<file path="config.mk">
export PLATFORM = sky130hd
export DESIGN_NAME = alu_byte_sequencer
export DESIGN_NICKNAME = d
export VERILOG_FILES = /design/src/rtl/alu_seq_pkg.sv /design/src/rtl/alu_byte_sequencer.sv
export SDC_FILE = /design/constraint.sdc
export NUM_CORES = 1
export LEC_CHECK = 0
export CAP_MARGIN = 20
export CELL_PAD_IN_SITES_DETAIL_PLACEMENT = 0
export CELL_PAD_IN_SITES_GLOBAL_PLACEMENT = 1
export CORE_ASPECT_RATIO = 1.2
export CORE_MARGIN = 2
export CORE_UTILIZATION = 30
export CTS_BUF_LIST = sky130_fd_sc_hd__clkbuf_16
export DETAILED_ROUTE_END_ITERATION = 10
export PLACE_DENSITY_LB_ADDON = 0.1
export SLEW_MARGIN = 20
export SYNTH_ARGS = -nofsm -noshare
export SYNTH_HDL_FRONTEND = slang
export SYNTH_SLANG_ARGS = --single-unit
</file>
<file path="constraint.sdc">
create_clock -name clk -period 3.94 [get_ports clk]
set_input_delay 0.788 -clock clk [delete_from_list [all_inputs] [get_ports clk]]
set_output_delay 0.788 -clock clk [all_outputs]
set_load 0.02 [all_outputs]
</file>
<file path="src/rtl/alu_seq_pkg.sv">
// Shared definitions for the byte-serial ALU sequencer: FSM state encoding
// and the lane/op-code widths of the external 8-bit ALU slice.
package alu_seq_pkg;

    localparam int BYTEW = 8;   // width of one ALU slice lane
    localparam int OPW   = 2;   // width of the slice control code

    typedef enum logic [1:0] {
        IDLE = 2'd0,
        RUN  = 2'd1,
        DONE = 2'd2
    } state_t;

endpackage

</file>
<file path="src/rtl/alu_byte_sequencer.sv">
// alu_byte_sequencer: runs one wide bitwise operation through an external
// 8-bit ALU slice, one byte per cycle, LSB byte first, and assembles the
// per-byte results into a wide result register.
//
// Optional build macro: ALU_SEQ_ZERO_FLAG_EN adds a registered 'zero'
// output that is 1 iff every captured result byte was 0x00.
//
// Handshake semantics (both ports): a transfer happens on a rising clk edge
// where valid and ready are both high. in_ready is high only in IDLE, so a
// request is taken exactly once; out_valid stays high with out_result held
// stable until the edge where out_ready is seen high. The producer may keep
// in_valid asserted across non-accepting cycles; it is simply ignored there.
module alu_byte_sequencer
    import alu_seq_pkg::*;
#(
    parameter int NBYTES = 4
) (
    input  logic                    clk,
    input  logic                    rst_n,
    input  logic                    in_valid,
    output logic                    in_ready,
    input  logic [BYTEW*NBYTES-1:0] in_a,
    input  logic [BYTEW*NBYTES-1:0] in_b,
    input  logic [OPW-1:0]          in_op,
    output logic [BYTEW-1:0]        alu_a,
    output logic [BYTEW-1:0]        alu_b,
    output logic [OPW-1:0]          alu_op,
    input  logic [BYTEW-1:0]        alu_result,
    output logic                    out_valid,
    input  logic                    out_ready,
    output logic [BYTEW*NBYTES-1:0] out_result,
    output logic                    busy,
    output state_t                  dbg_state
`ifdef ALU_SEQ_ZERO_FLAG_EN
    ,
    output logic                    zero
`endif
);

    localparam int W    = BYTEW * NBYTES;
    localparam int IDXW = (NBYTES > 1) ? $clog2(NBYTES) : 1;
    localparam logic [IDXW-1:0] LAST_IDX = IDXW'(NBYTES - 1);

    state_t          state;
    logic [IDXW-1:0] idx;
    logic [W-1:0]    a_reg;
    logic [W-1:0]    b_reg;
    logic [OPW-1:0]  op_reg;
    logic [W-1:0]    res_reg;
    logic            in_ready_q;
    logic            out_valid_q;
    logic            busy_q;

    // Sequencer FSM: capture request, walk the byte lanes, hold the result.
    always_ff @(posedge clk or negedge rst_n) begin
        if (!rst_n) begin
            state       <= IDLE;
            idx         <= '0;
            a_reg       <= '0;
            b_reg       <= '0;
            op_reg      <= '0;
            res_reg     <= '0;
            in_ready_q  <= 1'b1;
            out_valid_q <= 1'b0;
            busy_q      <= 1'b0;
        end else begin
            case (state)
                IDLE: begin
                    if (in_valid) begin
                        a_reg      <= in_a;
                        b_reg      <= in_b;
                        op_reg     <= in_op;
                        idx        <= '0;
                        res_reg    <= '0;
                        in_ready_q <= 1'b0;
                        busy_q     <= 1'b1;
                        state      <= RUN;
                    end
                end
                RUN: begin
                    res_reg[BYTEW*idx +: BYTEW] <= alu_result;
                    if (idx == LAST_IDX) begin
                        out_valid_q <= 1'b1;
                        state       <= DONE;
                    end else begin
                        idx <= idx + 1'b1;
                    end
                end
                DONE: begin
                    // The handover cycle back to IDLE never accepts: in_ready
                    // only rises once the FSM is already sitting in IDLE.
                    if (out_ready) begin
                        out_valid_q <= 1'b0;
                        busy_q      <= 1'b0;
                        in_ready_q  <= 1'b1;
                        state       <= IDLE;
                    end
                end
                default: begin
                    state       <= IDLE;
                    in_ready_q  <= 1'b1;
                    out_valid_q <= 1'b0;
                    busy_q      <= 1'b0;
                end
            endcase
        end
    end

`ifdef ALU_SEQ_ZERO_FLAG_EN
    logic zero_q;

    // Running AND of "result byte is zero" over the lanes of one operation.
    always_ff @(posedge clk or negedge rst_n) begin
        if (!rst_n) begin
            zero_q <= 1'b0;
        end else if (state == IDLE && in_valid) begin
            zero_q <= 1'b1;
        end else if (state == RUN) begin
            zero_q <= zero_q & (alu_result == '0);
        end
    end

    assign zero = zero_q;
`endif

    // Lane mux: the slice only sees captured operands, never in_a/in_b.
    assign alu_a = (state == RUN) ? a_reg[BYTEW*idx +: BYTEW] : '0;
    assign alu_b = (state == RUN) ? b_reg[BYTEW*idx +: BYTEW] : '0;

    assign alu_op     = op_reg;
    assign in_ready   = in_ready_q;
    assign out_valid  = out_valid_q;
    assign busy       = busy_q;
    assign out_result = res_reg;
    assign dbg_state  = state;

endmodule

</file>
* Yosys cells after proc, flatten, opt, wreduce, memory -nomap -nowiden
Cells that the tools add are included.
** Storage, ports and cells
- Register bits :: 105
- Bits in latches :: 0
- RAM bits :: 0
- Memory bits (read-only) :: 0
- Bits of input ports :: 78
- Output and inout bits :: 55
- Word-level logic and storage cells :: 52
- Memories :: 0
** Cells by class
- $add $sub $neg :: 2
- Multipliers :: 0
- Div/mod/pow operators :: 0
- Order comparisons :: 0
- Eq/ne operators :: 7
- Shift-type cells :: 4
- Multiplexer cells :: 20
- Bitwise operators :: 2
- Reduce and logical (&&, ||, !) cells :: 8
** Operator list (number)
- one-hot mux 32 bit (2 select lines) :: 1
- indexed part select 32 x 6 -> 8 bit :: 2
- negator 5 -> 34 bit :: 1
- variable shift 8 x 34 -> 32 bit (first input constant) :: 1
- indexed part select 8 x 34 -> 32 bit :: 1
- bitwise mux 32 bit :: 1
- 2-to-1 mux 32 bit :: 1
- 2-to-1 mux 8 bit :: 2
- AND reduction 3 bit :: 4
- 2-to-1 mux 2 bit :: 5
- one-hot mux 1 bit (3 select lines) :: 3
- inequality test 2 bit (second input constant) :: 4
- one-hot mux 2 bit (3 select lines) :: 1
- 2-to-1 mux 1 bit :: 5
- equality test 2 bit (second input constant) :: 2
- one-hot mux 2 bit (2 select lines) :: 1
- AND reduction 2 bit :: 2
- adder 2 x 1 -> 2 bit (second input constant) :: 1
- equality test 2 x 1 -> 1 bit (second input constant) :: 1
- logical NOT 2 bit :: 1
- inverter 1 bit :: 2
- nonzero test 2 bit :: 1

* Depth between registers and ports, before layout
- Depth after elaboration :: 4
- Depth in mapped cells :: 7
- Gate-level depth less buffers :: 5

* Worst setup path after synthesis
OpenSTA, ideal clock, no wires.
- Path kind :: reg-to-output
- From :: reg idx[0]
- To :: out alu_a[0]
- Arrival :: 1.338 ns
- Setup slack :: 1.814 ns
- Cell stages (with the launch flop) :: 4
- Path buffers :: 1
- Cell sequence :: dfrtp_1 > buf_4 > mux4_2 > nor2b_1
** Between the ends
- Word-level cells in the longest chain between the ends :: 2
** Ends and longest elaborated chain
- start, declared :: line alu_byte_sequencer.sv:45 : logic [IDXW-1:0] idx;
- start signal, assigned :: line alu_byte_sequencer.sv:86 : idx <= idx + 1'b1;
- indexed part select 32 x 6 -> 8 bit :: line alu_byte_sequencer.sv:127 : assign alu_a = (state == RUN) ? a_reg[BYTEW*idx +: BYTEW] : '0;
- 2-to-1 mux 8 bit :: line alu_byte_sequencer.sv:127
- end, declared :: line alu_byte_sequencer.sv:25 : output logic [BYTEW-1:0] alu_a,
Every way passes these cells.

* Final worst setup path
- From :: reg idx[0]
- To :: out alu_a[5]
Same word-level chain as after synthesis.

==> metrics.md <==
| Metric | Value |
|---|---|
| Status | `finished clean` |
| Synthesis Warnings | `0` |
| Vias | `2,973` |
| Min cycle time layout | `3.357 ns` |
| Critical Path Fanout Max | `24` |
| Startpoint type of the worst setup path | `flop` |
| Clk pin slew, worst setup/hold paths | `roughly 0.07 ns` |
| Design Area, Final | `0.006436 sq mm` |
| Critical path data arrival time | `2.57 ns` |
| Maximum vdd ir drop | `0.0003109 V` |
| Number of synthesized flops with an enable pin | `0` |
| Period utilization | `85.22%` |
| Post-DRT Antenna Nets | `0` |
| Core area | `around 0.015 sq mm` |
| Critical Path RT | `3.15 ns` |
| Worst slew pin tran | `about 0.85 ns` |
| Layout cells sized above 1 | `25.69%` |
| Synthesized area per cell | `approximately 16 sq um` |
| Final Hold Fails | `0` |
| Final Core Density | `43.02%` |
| Clk_lat worst skew | `0.35 ns` |
| Post-synthesis mux area share | `24.03%` |
| Setup TNS | `0 ns` |
| Die Span X | `~120 um` |
| Fmax | `0.2978 GHz` |
| Initial Util | `30.70%` |
| Root Buffer | `clkbuf_16` |
| Synth cell types | `30` |
| Final number of max-transition violations | `0` |
| First-pass GRT wire length | `17.53 mm` |
| Simple-gate area share of the yosys netlist | `6.131%` |
| # DRC | `0` |
| Final setup viols | `0` |
| Setup Buffers After CTS | `0` |
| Routed vias/inst | `4.675` |
| # nets final | `roughly 500` |
| Diode count | `0` |
| Number of core rows | `49` |
| Clock sink total | `105` |
| FF+latch count, synth | `105` |
| Cells after Synth | `296` |
| RSZ-0062 raised after global routing | `false` |
| Type of the tightest min-delay check | `primary input to asynchronous set/reset pin` |
| Grt total ovfl | `0` |
| Post-cts resize count | `0` |
| Adder-cell share of the synthesized area | `around 1.6%` |
| Power density over the cells | `814.3 mW/mm^2` |
| CTS tree | `done` |
| Reg-to-reg slack, setup | `1.27 ns` |
| All-layer global routing usage | `14.33%` |
| CTS Buf Count | `9` |
| Async set-or-reset flop fraction in the synthesized netlist | `100.0%` |
| Area of the mapped netlist | `0.004592 sq mm` |
| Setup clock skew after layout | `0.009766 ns` |
| Die area | `0.01632 sq mm` |
| Initial DRC count | `approximately 120` |
| GPL Wtd Cong | `0.6908` |
| Crit. End Element | `output pin` |
| Avg WL per Cell | `17.27 um` |
| DRT Wirelength | `10.99 mm` |
| Register area share after synthesis | `about 57%` |
| Setup CP Type | `flop to output pin` |
| Primary FF master, synth | `dfrtp_1` |
| Die H | `approximately 140 um` |
| Xor/xnor cell area share of the yosys netlist | `0%` |
| Syn Nets | `380` |
| Vias in the first global route | `3,161` |
| Maximum buffer depth of the clock tree | `2` |
| Hold_buf cts | `0` |
| Hold Slack | `0.4674 ns` |
| Max-Cap Viols | `0` |
| Initial antenna violation count | `0` |
| Number of port buffers | `132` |
| Drt first pass iters | `4` |
| Area Growth Syn to Fin | `40.16%` |
| P_leak | `0.002639 uW` |
| Post-synthesis compound-gate area fraction | `8.120%` |
| Dpl ws | `about 0.9 ns` |
| Post-DP HPWL | `7.488 mm` |
| H-tree level count | `3` |
| Worst Setup Slack, final | `a little under 0.6 ns` |
| Largest net degree at the start of global routing | `67` |
| Relative slew slack | `43.34%` |
| Number of placed I/O pins | `133` |
| Largest family of logic cells by synthesized area | `multiplexers` |
| Post-DP Area | `just over 0.006 sq mm` |
[power breakdown]
group | switching [uW] | leakage (uW) | internal [uW]
clock | 388 | 0.000167 | 616
sequential | 350 | 0.00130 | 1550
combinational | 1010 | 0.00118 | 1330
total | 1750 | 0.00264 | 3490
[Yosys cell counts, types with 2 or more instances]
cell	n	share of area [%]
nor2_1	4	0.33
nor4_4	2	0.93
buf_6	5	1.2
a21o_1	4	0.65
mux2_2	66	16
mux4_2	16	7.8
inv_1	5	0.41
buf_4	3	0.49
buf_2	5	0.54
o22ai_1	2	0.27
dfrtp_1	104	57
ha_1	6	1.6
nand2b_4	2	0.60
nor2b_1	17	2.3
a21oi_1	2	0.22
nand2_1	8	0.65
a22o_1	32	6.1
[cell families (layout without fill, tap and decap cells)]
group	count (synthesis)	in the layout
fa+ha+maj	6	6
flops	105	105
compound gates	45	45
simple gates	38	38
buf+inv	20	156
mux	82	82
[placed cells by master (no fill, tap or decap), drive strengths merged]
cell type / synthesis / routed
a21o: 4 / 4
a21oi: 2 / 2
a22o: 32 / 32
buf: 14 / 5
bufinv: 0 / 3
clkbuf: 1 / 9
clkdlybuf4s50: 0 / 131
clkinv: 0 / 1
dfrtp: 104 / 104
dfstp: 1 / 1
ha: 6 / 6
inv: 5 / 7
mux2: 66 / 66
mux4: 16 / 16
nand2: 8 / 8
nand2b: 2 / 2
nand3b: 1 / 1
nor2: 5 / 5
nor2b: 17 / 17
nor3: 1 / 1
nor4: 2 / 2
nor4b: 1 / 1
o21ai: 2 / 2
o22a: 1 / 1
o22ai: 3 / 3
o2bb2ai: 1 / 1
or3: 1 / 1
[worst paths after layout]
check / startpoint / cells past startpoint / endpoint
max in group asynchronous: rst_n / 2 / in_ready
max: idx[0] / 3 / alu_a[5]
min reg2reg: b_reg[31] / 1 / b_reg[31]
min in group clk: b_reg[31] / 1 / b_reg[31]
max reg2reg: idx[0] / 5 / out_result[14]
min: rst_n / 1 / out_result[13]
[routing by layer]
metal / GRT usage [%] / routed length, um / vias up / share of wire [%]
met2: 23.49 / 5567 / 91 / 51
li1: - / - / 1364 / -
met4: 5.201 / 160 / 0 / 1.5
met1: 17.93 / 4592 / 1508 / 42
met3: 4.051 / 666 / 10 / 6.1
met5: 0 / 0 / - / 0
[final cells by class]
| class | instances | area, sq um |
|---|---|---|
| clock buffers | 9 | 225.2 |
| clock inverters | 6 | 107.6 |
| fillers | 1417 | 8523 |
| inverters | 5 | 18.77 |
| multi-input cells | 171 | 1838 |
| flip-flops and latches | 105 | 2630 |
| well taps | 204 | 255.2 |
| repair buffers | 136 | 1361 |
[worst max-delay path: stages, from the launching register on]
cell and delay (ns):
dfrtp_2 0.92, mux4_2 0.60, nor2b_1 0.14, clkdlybuf4s50_1 0.56
[through the flow]
step           instances  total power, uW
3_3_place_gp         621             4270
4_1_cts              636             5344
5_1_grt              636             5596
3_5_place_dp         621             4301
2_1_floorplan        296             3420
6_report             636             5241
(Power assumes the default switching activity.)
